## src/rtl/uart_pkg.sv

```systemverilog
// Shared UART definitions: frame state encoding, line level and sizing helper.
// Imported by the tx stage and the companion rx stage.
package uart_pkg;

  typedef enum logic [2:0] {
    IDLE,
    SYNC,
    START,
    DATA,
    PARITY,
    STOP
  } uart_state_t;

  localparam logic LINE_IDLE = 1'b1;

  function automatic int cnt_width(input int bits);
    return $clog2(bits + 1);
  endfunction

endpackage

```

## src/rtl/uart_tx_bps.sv

```systemverilog
// UART transmitter driven by a one-cycle baud tick from the upstream divider.
// Frames are start, LSB-first data, optional parity and 1 or 2 stop bits.
module uart_tx_bps
  import uart_pkg::*;
#(
  parameter int DATA_BITS  = 8,
  parameter int PARITY_EN  = 0,
  parameter int PARITY_ODD = 0,
  parameter int STOP_BITS  = 1
) (
  input  logic                 clk,
  input  logic                 rst_n,
  input  logic                 bps_tick,
  input  logic [DATA_BITS-1:0] tx_data,
  input  logic                 tx_valid,
  output logic                 tx_ready,
  output logic                 txd,
  output logic                 tx_busy,
  output logic                 tx_done
);

  localparam int CW = cnt_width(DATA_BITS);
  localparam logic [CW-1:0] LAST_DATA = CW'(DATA_BITS - 1);
  localparam logic [CW-1:0] LAST_STOP = CW'(STOP_BITS - 1);
  localparam logic ODD = (PARITY_ODD != 0);
  localparam logic PEN = (PARITY_EN != 0);

  uart_state_t state, state_nxt;

  logic [DATA_BITS-1:0] shreg, shreg_nxt;
  logic [CW-1:0]        cnt, cnt_nxt;
  logic                 par, par_nxt;
  logic                 txd_nxt;
  logic                 accept;

  assign accept   = tx_valid & tx_ready;
  assign tx_ready = (state == IDLE);
  assign tx_busy  = (state != IDLE);

  // rst_n is active-high despite its name
  always_ff @(posedge clk) begin
    if (rst_n) begin
      state <= IDLE;
      shreg <= '0;
      cnt   <= '0;
      par   <= 1'b0;
      txd   <= LINE_IDLE;
    end else begin
      state <= state_nxt;
      shreg <= shreg_nxt;
      cnt   <= cnt_nxt;
      par   <= par_nxt;
      txd   <= txd_nxt;
    end
  end

  always_comb begin
    state_nxt = state;
    unique case (state)
      IDLE:   if (accept) state_nxt = SYNC;
      SYNC:   if (bps_tick) state_nxt = START;
      START:  if (bps_tick) state_nxt = DATA;
      DATA: begin
        if (bps_tick && cnt == LAST_DATA)
          state_nxt = PEN ? PARITY : STOP;
      end
      PARITY: if (bps_tick) state_nxt = STOP;
      STOP: begin
        if (bps_tick && cnt == LAST_STOP)
          state_nxt = IDLE;
      end
      default: state_nxt = IDLE;
    endcase
  end

  // txd_nxt is registered so every line edge lands 1 clk after a tick
  always_comb begin
    shreg_nxt = shreg;
    cnt_nxt   = cnt;
    par_nxt   = par;
    txd_nxt   = txd;
    tx_done   = 1'b0;
    unique case (state)
      IDLE: begin
        txd_nxt = LINE_IDLE;
        if (accept) begin
          shreg_nxt = tx_data;
          par_nxt   = 1'b0;
          cnt_nxt   = '0;
        end
      end
      SYNC: begin
        if (bps_tick) txd_nxt = 1'b0;
      end
      START: begin
        if (bps_tick) begin
          txd_nxt = shreg[0];
          cnt_nxt = '0;
        end
      end
      DATA: begin
        if (bps_tick) begin
          shreg_nxt = shreg >> 1;
          par_nxt   = par ^ shreg[0];
          if (cnt == LAST_DATA) begin
            cnt_nxt = '0;
            txd_nxt = PEN ? (par ^ shreg[0] ^ ODD)
                          : LINE_IDLE;
          end else begin
            cnt_nxt = cnt + CW'(1);
            txd_nxt = shreg[1];
          end
        end
      end
      PARITY: begin
        if (bps_tick) begin
          txd_nxt = LINE_IDLE;
          cnt_nxt = '0;
        end
      end
      STOP: begin
        txd_nxt = LINE_IDLE;
        if (bps_tick) begin
          if (cnt == LAST_STOP)
            tx_done = ~rst_n;
          else
            cnt_nxt = cnt + CW'(1);
        end
      end
      default: txd_nxt = LINE_IDLE;
    endcase
  end

endmodule

```

## config.mk

```make
export PLATFORM = sky130hd
export DESIGN_NAME = uart_tx_bps
export DESIGN_NICKNAME = d
export VERILOG_FILES = /design/src/rtl/uart_pkg.sv /design/src/rtl/uart_tx_bps.sv
export SDC_FILE = /design/constraint.sdc
export NUM_CORES = 1
export LEC_CHECK = 0
export ABC_CLOCK_PERIOD_IN_PS = 2600
export CAP_MARGIN = 20
export CORE_AREA = 3 3 55 57
export CTS_BUF_LIST = sky130_fd_sc_hd__clkbuf_2
export CTS_CLUSTER_SIZE = 16
export DETAILED_ROUTE_END_ITERATION = 10
export DIE_AREA = 0 0 58 60
export MAX_ROUTING_LAYER = met4
export PLACE_DENSITY = 0.68
export SLEW_MARGIN = 10
export SYNTH_ARGS = -nofsm -noshare
export SYNTH_HDL_FRONTEND = slang
export SYNTH_SLANG_ARGS = --single-unit
```

## constraint.sdc

```tcl
create_clock -name clk -period 2.6 [get_ports clk]
set_clock_uncertainty 0.1 [all_clocks]
set_input_delay 0.39 -clock clk [delete_from_list [all_inputs] [get_ports clk]]
set_output_delay 0.39 -clock clk [all_outputs]
set_load 0.02 [all_outputs]
```

==> results of run 1 <==
## report_power, final
part / switching, mW / internal, mW
clock: 0.0791 / 0.0334
combinational: 0.0649 / 0.0589
sequential: 0.0159 / 0.263
## layout by cell type, fill, tap and decap left out, types with 3 or more instances in the layout
| master | instances |
|---|---|
| dfxtp_1 | 16 |
| clkdlybuf4s50_1 | 15 |
| nor2_1 | 11 |
| nand3_1 | 10 |
| nand2_1 | 10 |
| inv_1 | 8 |
| a311oi_1 | 7 |
| a21oi_1 | 5 |
| buf_4 | 4 |
| o2111ai_1 | 3 |
| o21ai_0 | 3 |
| clkbuf_2 | 3 |
## worst max-delay path: stages, from the launching register on
cell	delay (ns)
dfxtp_1	0.35
inv_1	0.09
ha_1	0.23
nand4_1	0.13
nor3_1	0.19
clkdlybuf4s50_1	0.63
## final cells by class
cell class | instances | area [sq um]
multi-input combinational | 83 | 531
fill | 268 | 1410
tap | 30 | 37.5
clock inverter | 1 | 3.75
timing repair buffer | 19 | 180
clock buffer | 3 | 15.0
inverter | 8 | 30.0
sequential | 16 | 320
## routing by layer
layer	global-route usage, %	vias up	wire length (microns)
li1	-	463	-
met2	22.9	10	1030
met5	-	-	0
met4	6.95	0	30
met1	17.4	420	979
met3	2.59	2	59
## cells by family after synthesis
family	share of synthesized area, %
compound gates	27.7
fa+ha+maj	2.71
buf+inv	7.98
flops	34.6
mux	1.22
simple gates	25.7
## sequential cells by signal (all words and copies together) (netlist names)
| name | count |
|---|---|
| txd | 1 |
| cnt | 4 |
| state | 3 |
| shreg | 8 |
## worst paths after layout
path	startpoint	endpoint
worst min register to register	shreg[7]	shreg[7]
worst max register to register	state[0]	cnt[3]
worst min-delay path	shreg[7]	shreg[7]
worst max-delay path	cnt[0]	tx_done
## stage by stage
step / worst slack [ns] / total power [mW] / hold slack, ns / utilization (%) / instance area [sq um]
2_1_floorplan: 0.703 / 0.363 / 0.345 / - / 925
3_3_place_gp: 0.271 / 0.406 / 0.367 / 43.6 / 1100
3_5_place_dp: 0.267 / 0.409 / 0.384 / 43.6 / 1100
4_1_cts: 0.174 / 0.521 / 0.404 / 44.3 / 1120
5_1_grt: 0.0116 / 0.549 / 0.417 / 44.3 / 1120
6_report: 0.202 / 0.516 / 0.398 / 44.3 / 1120
==> results by group, run 1 <==
Layout
  – N_diodes: 0
  – Layout cells sized above 1: 8.46%
  – Post-Layout Cell Count: 160
  – Final-stage net count: 145
  – Area growth, synth to finish: 20.8%

Drt
  – Routed WL per cell: 13.1 microns
  – Iteration count of the initial detailed-routing pass: 4
  – Vias per cell: 5.59
  – Total number of vias: 895
  – Starting DRT DRC Count: 19
  – DR DRC count: 0
  – ANT nets after route: 0
  – Routed Wire Length: 2.10 mm

Clock tree
  – Clk slew on worst S/H paths: 0.16 ns
  – CTS Buf Count: 3
  – CTS tree: done
  – Post_cts resized: 0
  – Worst skew pair latency: 0.28 ns
  – Number of buffers inserted by hold repair at cts: 0
  – Root Buffer: clkbuf_2
  – CTS Buffer Depth: 2
  – Clk sinks: 16
  – # H-tree levels: 1
  – Post-CTS setup buffers: 0

Synthesis
  – Most common flop cell mapped by yosys: dfxtp_1
  – Post-synth cell types: 38
  – Yosys Warn Count: 0
  – Synth area leaders: dfxtp_1 (35%), a311oi_1 (6.6%), nand3_1 (5.4%), nor2_1 (4.5%), nand2_1 (4.1%)
  – Post-Syn Nets: 129
  – Sequential-to-total area share from yosys stat: 34.6%
  – Synth Cell Area: 925 sq um
  – Syn Area/Cell: 8.04 sq um
  – Ys async rst share: 0%
  – Post-synth EDFFs: 0
  – Synth top area share: 34.6%
  – Count leader, synth: dfxtp_1
  – Syn Inst Count: 115
  – Synth cell count leaders: dfxtp_1 (16), nor2_1 (11), nand2_1 (10), nand3_1 (10), inv_1 (8)
  – Dominant cell type by area after synthesis: dfxtp_1
  – Seq cells post-synth: 16

Placed design
  – Port bufs: 15
  – Placed insts: 156
  – HPWL after DPL: 1.53 mm
  – Gpl congestion: 0.738

Global route
  – Gr usage total: 14.3%
  – First-pass GRT wire length: 3.78 mm
  – Initial antenna violation count: 0
  – Total grt overflow: 0
  – Vias in the first global route: 825
  – Largest net degree at the start of global routing: 16

Min path
  – Min-Delay Path Class: flip-flop to flip-flop
  – Worst Hold Depth: 2

Timing
  – Setup TNS: 0 ns
  – Max Clk Rate: 417 MHz
  – Setup repair after global routing missed its margin: no
  – Final Setup Violations: 0
  – Worst-margin pin slew: 0.572 ns
  – Min Tclk post-route: 2.40 ns
  – Final hold viol count: 0
  – Period utilization: 92.2%
  – Normalized max-slew margin: 61.9%
  – Max Transition Viols Final: 0

Worst setup path
  – Worst endpoint data arrival time: 1.91 ns
  – CP Capture Type: primary output
  – CP Launch Type: flip-flop
  – R2R depth: 5
  – Critical path required time: 2.11 ns
  – Worst Setup Path Type: flip-flop to primary output
  – Crit Path Max Fanout: 3
  – R2r setup slk: 0.71 ns

Power
  – Leakage: 0.419 nW
  – Max VDD drop: 256 uV
  – P per Cell Area: 461 nW/um^2

Floorplanning
  – Initial Util: 36.7%
  – Rows: 18
  – DIE AREA: 3480 sq um
  – # IOs: 16
  – Die Height: 60 microns
  – Die Span X: 58 microns
  – Std-Cell Core Area: 2520 sq um

Outcome
  – Outcome: completed

Job
  – Max-cap viol count: 0
Note: power is estimated with default switching activity, not from simulation.
==> inputs of run 2 (changes only) <==
--- a/config.mk
+++ b/config.mk
@@ -7,13 +7,13 @@
 export LEC_CHECK = 0
 export ABC_CLOCK_PERIOD_IN_PS = 2600
 export CAP_MARGIN = 20
-export CORE_AREA = 3 3 55 57
+export CORE_AREA = 3 3 53 55
 export CTS_BUF_LIST = sky130_fd_sc_hd__clkbuf_2
 export CTS_CLUSTER_SIZE = 16
 export DETAILED_ROUTE_END_ITERATION = 10
-export DIE_AREA = 0 0 58 60
+export DIE_AREA = 0 0 56 58
 export MAX_ROUTING_LAYER = met4
-export PLACE_DENSITY = 0.68
+export PLACE_DENSITY = 0.71
 export SLEW_MARGIN = 10
 export SYNTH_ARGS = -nofsm -noshare
 export SYNTH_HDL_FRONTEND = slang
==> run 2 against run 1 <==
  * Flip-flop and latch count unchanged
  * Fmax decreased by 1.7%
  * Combinational power increased by 4%
  * Largest power group unchanged
  * Total power increased by 1.0%
  * Clock power about the same
  * Register-to-register slack improved by 0.05 ns
  * Highest routed layer unchanged
  * Cell count unchanged
  * Core utilization increased by 1.6 points
  * Wire length increased by 4.8%
==> results by group, run 2 (same netlist as run 1, synthesis figures left out) <==
Global route
  – Met3 Resource Use GR: 1.78% (was 2.59%)
  – Largest net degree at the start of global routing: 19 (was 16)
  – First-pass GRT wire length: 3.86 mm (was 3.78 mm)
  – Vias in the first global route: 886 (was 825)
  – Total grt overflow: 0 (unchanged)
  – GRT met1 Usage: 18.4% (was 17.4%)
  – GR peak layer: met2 (unchanged)
  – Initial antenna violation count: 0 (unchanged)
  – M2 GR Usage: 24.5% (was 22.9%)
  – Gr usage total: 15.1% (was 14.3%)

Clock tree
  – Worst skew pair latency: 0.29 ns (was 0.28 ns)
  – Clk sinks: 16 (unchanged)
  – Root Buffer: clkbuf_2 (unchanged)
  – CTS Buf Count: 3 (unchanged)
  – # H-tree levels: 1 (unchanged)
  – Post_cts resized: 0 (unchanged)
  – Number of buffers inserted by hold repair at cts: 0 (unchanged)
  – CTS tree: done (unchanged)
  – CTS Buffer Depth: 2 (unchanged)
  – Post-CTS setup buffers: 0 (unchanged)
  – Clk slew on worst S/H paths: 0.16 ns (about the same)

Min path
  – Worst Hold Path EP: shreg[7] (unchanged)
  – Worst Hold Launch: shreg[7] (unchanged)
  – Min-Delay Path Class: flip-flop to flip-flop (unchanged)
  – Worst Hold Depth: 2 (unchanged)

Layout
  – Max reg flops: 8 (unchanged)
  – Area growth, synth to finish: 20.8% (unchanged)
  – Final-stage net count: 145 (unchanged)
  – Top flop regs: shreg: 8 flops, cnt: 4 flops, state: 3 flops (unchanged)
  – N_diodes: 0 (unchanged)
  – Most common cell after layout, fill and taps aside: dfxtp_1 (unchanged)
  – Commonest non-fill, non-tap cells in the layout: dfxtp_1 (16), clkdlybuf4s50_1 (15), nor2_1 (11), nand3_1 (10), nand2_1 (10) (unchanged)
  – Top reg by flops: shreg (unchanged)
  – Final Util: 45.9% (was 44.3%)
  – Layout cells sized above 1: 8.46% (unchanged)

Timing
  – Period utilization: 93.8% (was 92.2%)
  – Max Transition Viols Final: 0 (unchanged)
  – Min Tclk post-route: 2.44 ns (was 2.40 ns)
  – Normalized max-slew margin: 63.1% (was 61.9%)
  – Max Clk Rate: 410 MHz (was 417 MHz)
  – Final Setup Violations: 0 (unchanged)
  – Setup repair after global routing missed its margin: no (unchanged)
  – Final hold viol count: 0 (unchanged)
  – Setup TNS: 0 ns (unchanged)
  – Setup ws final: 0.160 ns (was 0.202 ns)
  – Worst-margin pin slew: 0.554 ns (was 0.572 ns)

Power
  – Leakage: 0.419 nW (unchanged)
  – Max VDD drop: 249 uV (was 256 uV)
  – P per Cell Area: 466 nW/um^2 (was 461 nW/um^2)

Worst setup path
  – Worst Setup Path Type: flip-flop to primary output (unchanged)
  – CP delay by family, top: buffers and inverters (unchanged)
  – Worst path slowest cell: clkdlybuf4s50_1 (unchanged)
  – CP Cell Sequence: inv_1 -> ha_1 -> nand4_1 -> nor3_1 -> clkdlybuf4s50_1 (unchanged)
  – Critical path buffers and inverters: 2 (unchanged)
  – Critical path required time: 2.11 ns (about the same)
  – CP Launch Type: flip-flop (unchanged)
  – R2R depth: 5 (unchanged)
  – R2r setup slk: 0.76 ns (was 0.71 ns)
  – CP Capture Type: primary output (unchanged)
  – RR Endpoint: cnt[3] (unchanged)
  – Worst endpoint data arrival time: 1.95 ns (was 1.91 ns)
  – Reg-to-Reg Start: state[1] (was state[0])
  – CP max stage delay: 0.64 ns (was 0.63 ns)
  – Crit Path Max Fanout: 3 (unchanged)

Drt
  – Starting DRT DRC Count: 26 (was 19)
  – Vias per cell: 5.77 (was 5.59)
  – Routed WL per cell: 13.7 microns (was 13.1 microns)
  – ANT nets after route: 0 (unchanged)
  – Routed Wire Length: 2.20 mm (was 2.10 mm)
  – Iteration count of the initial detailed-routing pass: 4 (unchanged)
  – Total number of vias: 923 (was 895)
  – DR DRC count: 0 (unchanged)

Outcome
  – Outcome: completed (unchanged)

Floorplanning
  – Rows: 18 (unchanged)
  – Initial Util: 38.0% (was 36.7%)
  – Die Span X: 56 microns (was 58 microns)
  – Die Height: 58 microns (was 60 microns)
  – DIE AREA: 3250 sq um (was 3480 sq um)
  – # IOs: 16 (unchanged)
  – Std-Cell Core Area: 2430 sq um (was 2520 sq um)

Placed design
  – Gpl congestion: 0.784 (was 0.738)
  – Setup Slack @ Placement: 0.257 ns (was 0.267 ns)
  – Port bufs: 15 (unchanged)
  – HPWL after DPL: 1.54 mm (was 1.53 mm)

Job
  – Max-cap viol count: 0 (unchanged)
-- run 2: cell counts in the layout (fill, tap and decap cells not counted) --
Identical to the previous run, type by type.
-- run 2: metrics by stage --
step | hold WS, ns | std cells | cell area, sq um | total power [mW]
after floorplan | 0.345 | 115 | 925 | 0.363
after global routing | 0.402 | 160 | 1120 | 0.553
final | 0.387 | 160 | 1120 | 0.521
after detailed placement | 0.359 | 156 | 1100 | 0.411
after global placement | 0.358 | 156 | 1100 | 0.405
after CTS | 0.387 | 160 | 1120 | 0.524
-- run 2: power breakdown --
part / total (mW) / switching (mW) / internal (mW)
clock: 0.115 / 0.0817 / 0.0334
combinational: 0.129 / 0.0700 / 0.0590
sequential: 0.277 / 0.0134 / 0.263
total: 0.521 / 0.165 / 0.356
-- run 2: metal layers --
layer	up-vias	routed length (microns)
met4	0	21
met2	28	1070
met1	430	1000
li1	463	-
met3	2	110
met5	-	0
-- run 2: worst max-delay path by stage --
stage | startpoint | to | slack [ns] | cells past startpoint
floorplan | state[0] | tx_done | 0.70 | 4
global placement | bps_tick | tx_done | 0.32 | 4
detailed placement | bps_tick | tx_done | 0.26 | 4
CTS | cnt[0] | tx_done | 0.15 | 5
global route | cnt[0] | tx_done | 0.03 | 5
finish | cnt[0] | tx_done | 0.16 | 5
-- run 2: layout make-up --
class	count	area, sq um
clock buffer	3	15.0
clock inverter	1	3.75
fill	245	1320
inverter	8	30.0
multi-input combinational	83	531
sequential	16	320
tap	30	37.5
timing repair buffer	19	180
-- run 2: worst register-to-register path: stages, from the launching register on --
cell	delay [ns]
dfxtp_1	0.47
nor2b_1	0.19
buf_4	0.18
a32o_1	0.31
or3b_1	0.38
a31oi_1	0.15
==> inputs of run 3 (changes only) <==
--- a/config.mk
+++ b/config.mk
@@ -13,7 +13,7 @@
 export DETAILED_ROUTE_END_ITERATION = 10
 export DIE_AREA = 0 0 56 58
 export MAX_ROUTING_LAYER = met4
-export PLACE_DENSITY = 0.71
+export PLACE_DENSITY = 0.64
 export SLEW_MARGIN = 10
 export SYNTH_ARGS = -nofsm -noshare
 export SYNTH_HDL_FRONTEND = slang
==> run 3 against run 2 <==
  * Die area stayed put
  * Critical path depth stayed put
  * Core utilization stayed put
  * Critical path type unchanged
  * Largest cell class unchanged
  * Largest power group unchanged
  * Highest routed layer unchanged
==> results by group, run 3 (same netlist as run 1, synthesis figures left out) <==
Layout
  – Post-Layout Cell Count: 160 (unchanged)
  – Top flop regs: shreg: 8 flops, cnt: 4 flops, state: 3 flops (unchanged)
  – Final-stage net count: 145 (unchanged)
  – Top reg by flops: shreg (unchanged)
  – Commonest non-fill, non-tap cells in the layout: dfxtp_1 (16), clkdlybuf4s50_1 (15), nor2_1 (11), nand3_1 (10), nand2_1 (10) (unchanged)
  – Most common cell after layout, fill and taps aside: dfxtp_1 (unchanged)
  – Layout cells sized above 1: 8.46% (unchanged)
  – Max reg flops: 8 (unchanged)
  – N_diodes: 0 (unchanged)
  – Area growth, synth to finish: 20.8% (unchanged)

Drt
  – Starting DRT DRC Count: 21 (was 26)
  – DR DRC count: 0 (unchanged)
  – Routed WL per cell: 13.8 microns (was 13.7 microns)
  – Routed Wire Length: 2.21 mm (was 2.20 mm)
  – ANT nets after route: 0 (unchanged)
  – Total number of vias: 942 (was 923)
  – Iteration count of the initial detailed-routing pass: 4 (unchanged)
  – Vias per cell: 5.89 (was 5.77)

Placed design
  – Placed insts: 156 (unchanged)
  – Gpl congestion: 0.758 (was 0.784)
  – Port bufs: 15 (unchanged)
  – HPWL after DPL: 1.57 mm (was 1.54 mm)

Timing
  – Worst-margin pin slew: 0.567 ns (was 0.554 ns)
  – Final Setup Violations: 0 (unchanged)
  – Min Tclk post-route: 2.42 ns (was 2.44 ns)
  – Setup TNS: 0 ns (unchanged)
  – Max Clk Rate: 414 MHz (was 410 MHz)
  – Normalized max-slew margin: 62.2% (was 63.1%)
  – Setup repair after global routing missed its margin: no (unchanged)
  – Final hold viol count: 0 (unchanged)
  – Max Transition Viols Final: 0 (unchanged)
  – Period utilization: 92.9% (was 93.8%)

Power
  – P per Cell Area: 470 nW/um^2 (was 466 nW/um^2)
  – Combinational fraction of design power: 23.8% (was 24.8%)
  – Switching share of power: 32.2% (was 31.7%)
  – Sequential group share of total power: 53.6% (was 53.1%)
  – Max VDD drop: 223 uV (was 249 uV)
  – Clk pwr share: 22.7% (was 22.1%)
  – Pwr Total: 525 uW (was 521 uW)
  – Cell Int Power: 356 uW (about the same)
  – Net switching power figure: 169 uW (was 165 uW)
  – Leakage: 0.419 nW (unchanged)

Floorplanning
  – Die Height: 58 microns (unchanged)
  – Rows: 18 (unchanged)
  – Initial Util: 38.0% (unchanged)
  – Die Span X: 56 microns (unchanged)
  – Std-Cell Core Area: 2430 sq um (unchanged)
  – # IOs: 16 (unchanged)
  – DIE AREA: 3250 sq um (unchanged)

Clock tree
  – Root Buffer: clkbuf_2 (unchanged)
  – Post_cts resized: 0 (unchanged)
  – Number of buffers inserted by hold repair at cts: 0 (unchanged)
  – Worst skew pair latency: 0.32 ns (was 0.29 ns)
  – CTS Buffer Depth: 2 (unchanged)
  – CTS Buf Count: 3 (unchanged)
  – CTS tree: done (unchanged)
  – Clk sinks: 16 (unchanged)
  – Clk slew on worst S/H paths: 0.17 ns (was 0.16 ns)
  – # H-tree levels: 1 (unchanged)
  – Post-CTS setup buffers: 0 (unchanged)

Worst setup path
  – Crit Path Max Fanout: 3 (unchanged)
  – RR Endpoint: cnt[3] (unchanged)
  – Worst path slowest cell: clkdlybuf4s50_1 (unchanged)
  – R2R depth: 5 (unchanged)
  – CP Capture Type: primary output (unchanged)
  – Reg-to-Reg Start: state[0] (was state[1])
  – Worst endpoint data arrival time: 1.93 ns (was 1.95 ns)
  – R2r setup slk: 0.65 ns (was 0.76 ns)
  – CP Cell Sequence: inv_1 -> ha_1 -> nand4_1 -> nor3_1 -> clkdlybuf4s50_1 (unchanged)
  – CP max stage delay: 0.63 ns (was 0.64 ns)
  – CP Launch Type: flip-flop (unchanged)
  – Worst Setup Path Type: flip-flop to primary output (unchanged)
  – Critical path required time: 2.11 ns (about the same)

Min path
  – Worst Hold Depth: 2 (unchanged)
  – Min-Delay Path Class: flip-flop to flip-flop (unchanged)
  – Worst Hold Path EP: shreg[7] (unchanged)
  – Worst Hold Launch: shreg[7] (unchanged)

Global route
  – Total grt overflow: 0 (unchanged)
  – Largest net degree at the start of global routing: 16 (was 19)
  – First-pass GRT wire length: 3.89 mm (was 3.86 mm)
  – Gr usage total: 15.1% (about the same)
  – Vias in the first global route: 887 (was 886)
  – Initial antenna violation count: 0 (unchanged)

Job
  – Max-cap viol count: 0 (unchanged)

Outcome
  – Outcome: completed (unchanged)
[run 3: cell counts in the layout (fill, tap and decap cells not counted)]
Identical to the previous run, type by type.
[run 3: routing by layer]
metal | vias to the layer above | track usage (%) | wire (microns)
li1 | 462 | - | -
met1 | 453 | 19.4 | 1090
met2 | 22 | 23.7 | 1000
met3 | 5 | 1.11 | 77
met4 | 0 | 8.14 | 51
met5 | - | - | 0
[run 3: per-stage QoR]
step / worst slack (ns) / hold WS [ns] / util [%] / area, sq um
floorplan: 0.703 / 0.345 / - / 925
global placement: 0.302 / 0.369 / 45.2 / 1100
detailed placement: 0.285 / 0.377 / 45.2 / 1100
CTS: 0.180 / 0.397 / 45.9 / 1120
global route: 0.00636 / 0.430 / 45.9 / 1120
finish: 0.185 / 0.391 / 45.9 / 1120
[run 3: power by group through the flow]
stage	registers, mW	logic, mW	clock network [mW]
2_1_floorplan	0.278	0.0849	0
3_3_place_gp	0.285	0.121	0
3_5_place_dp	0.286	0.124	0
4_1_cts	0.280	0.125	0.120
5_1_grt	0.284	0.138	0.124
6_report	0.281	0.125	0.119
[run 3: worst max-delay path by stage]
stage | start | to | slack, ns | depth (start not counted)
after floorplan | state[0] | tx_done | 0.70 | 4
after global placement | bps_tick | tx_done | 0.30 | 4
after detailed placement | bps_tick | tx_done | 0.28 | 4
after CTS | cnt[0] | tx_done | 0.18 | 5
after global routing | cnt[0] | tx_done | 0.006 | 5
final | cnt[0] | tx_done | 0.18 | 5
[run 3: layout make-up]
cell class | count | area (sq um)
repair buffers | 19 | 180
clock buffers | 3 | 15.0
flip-flops and latches | 16 | 320
inverters | 8 | 30.0
fillers | 261 | 1320
well taps | 30 | 37.5
clock inverters | 1 | 3.75
multi-input cells | 83 | 531
[run 3: worst max-delay path, delay by kind of cell (launching register included)]
kind,cells,cell delay (ns)
adders and majority gates,1,0.21
buffers and inverters,2,0.73
DFF,1,0.36
and+or+nand+nor,2,0.33
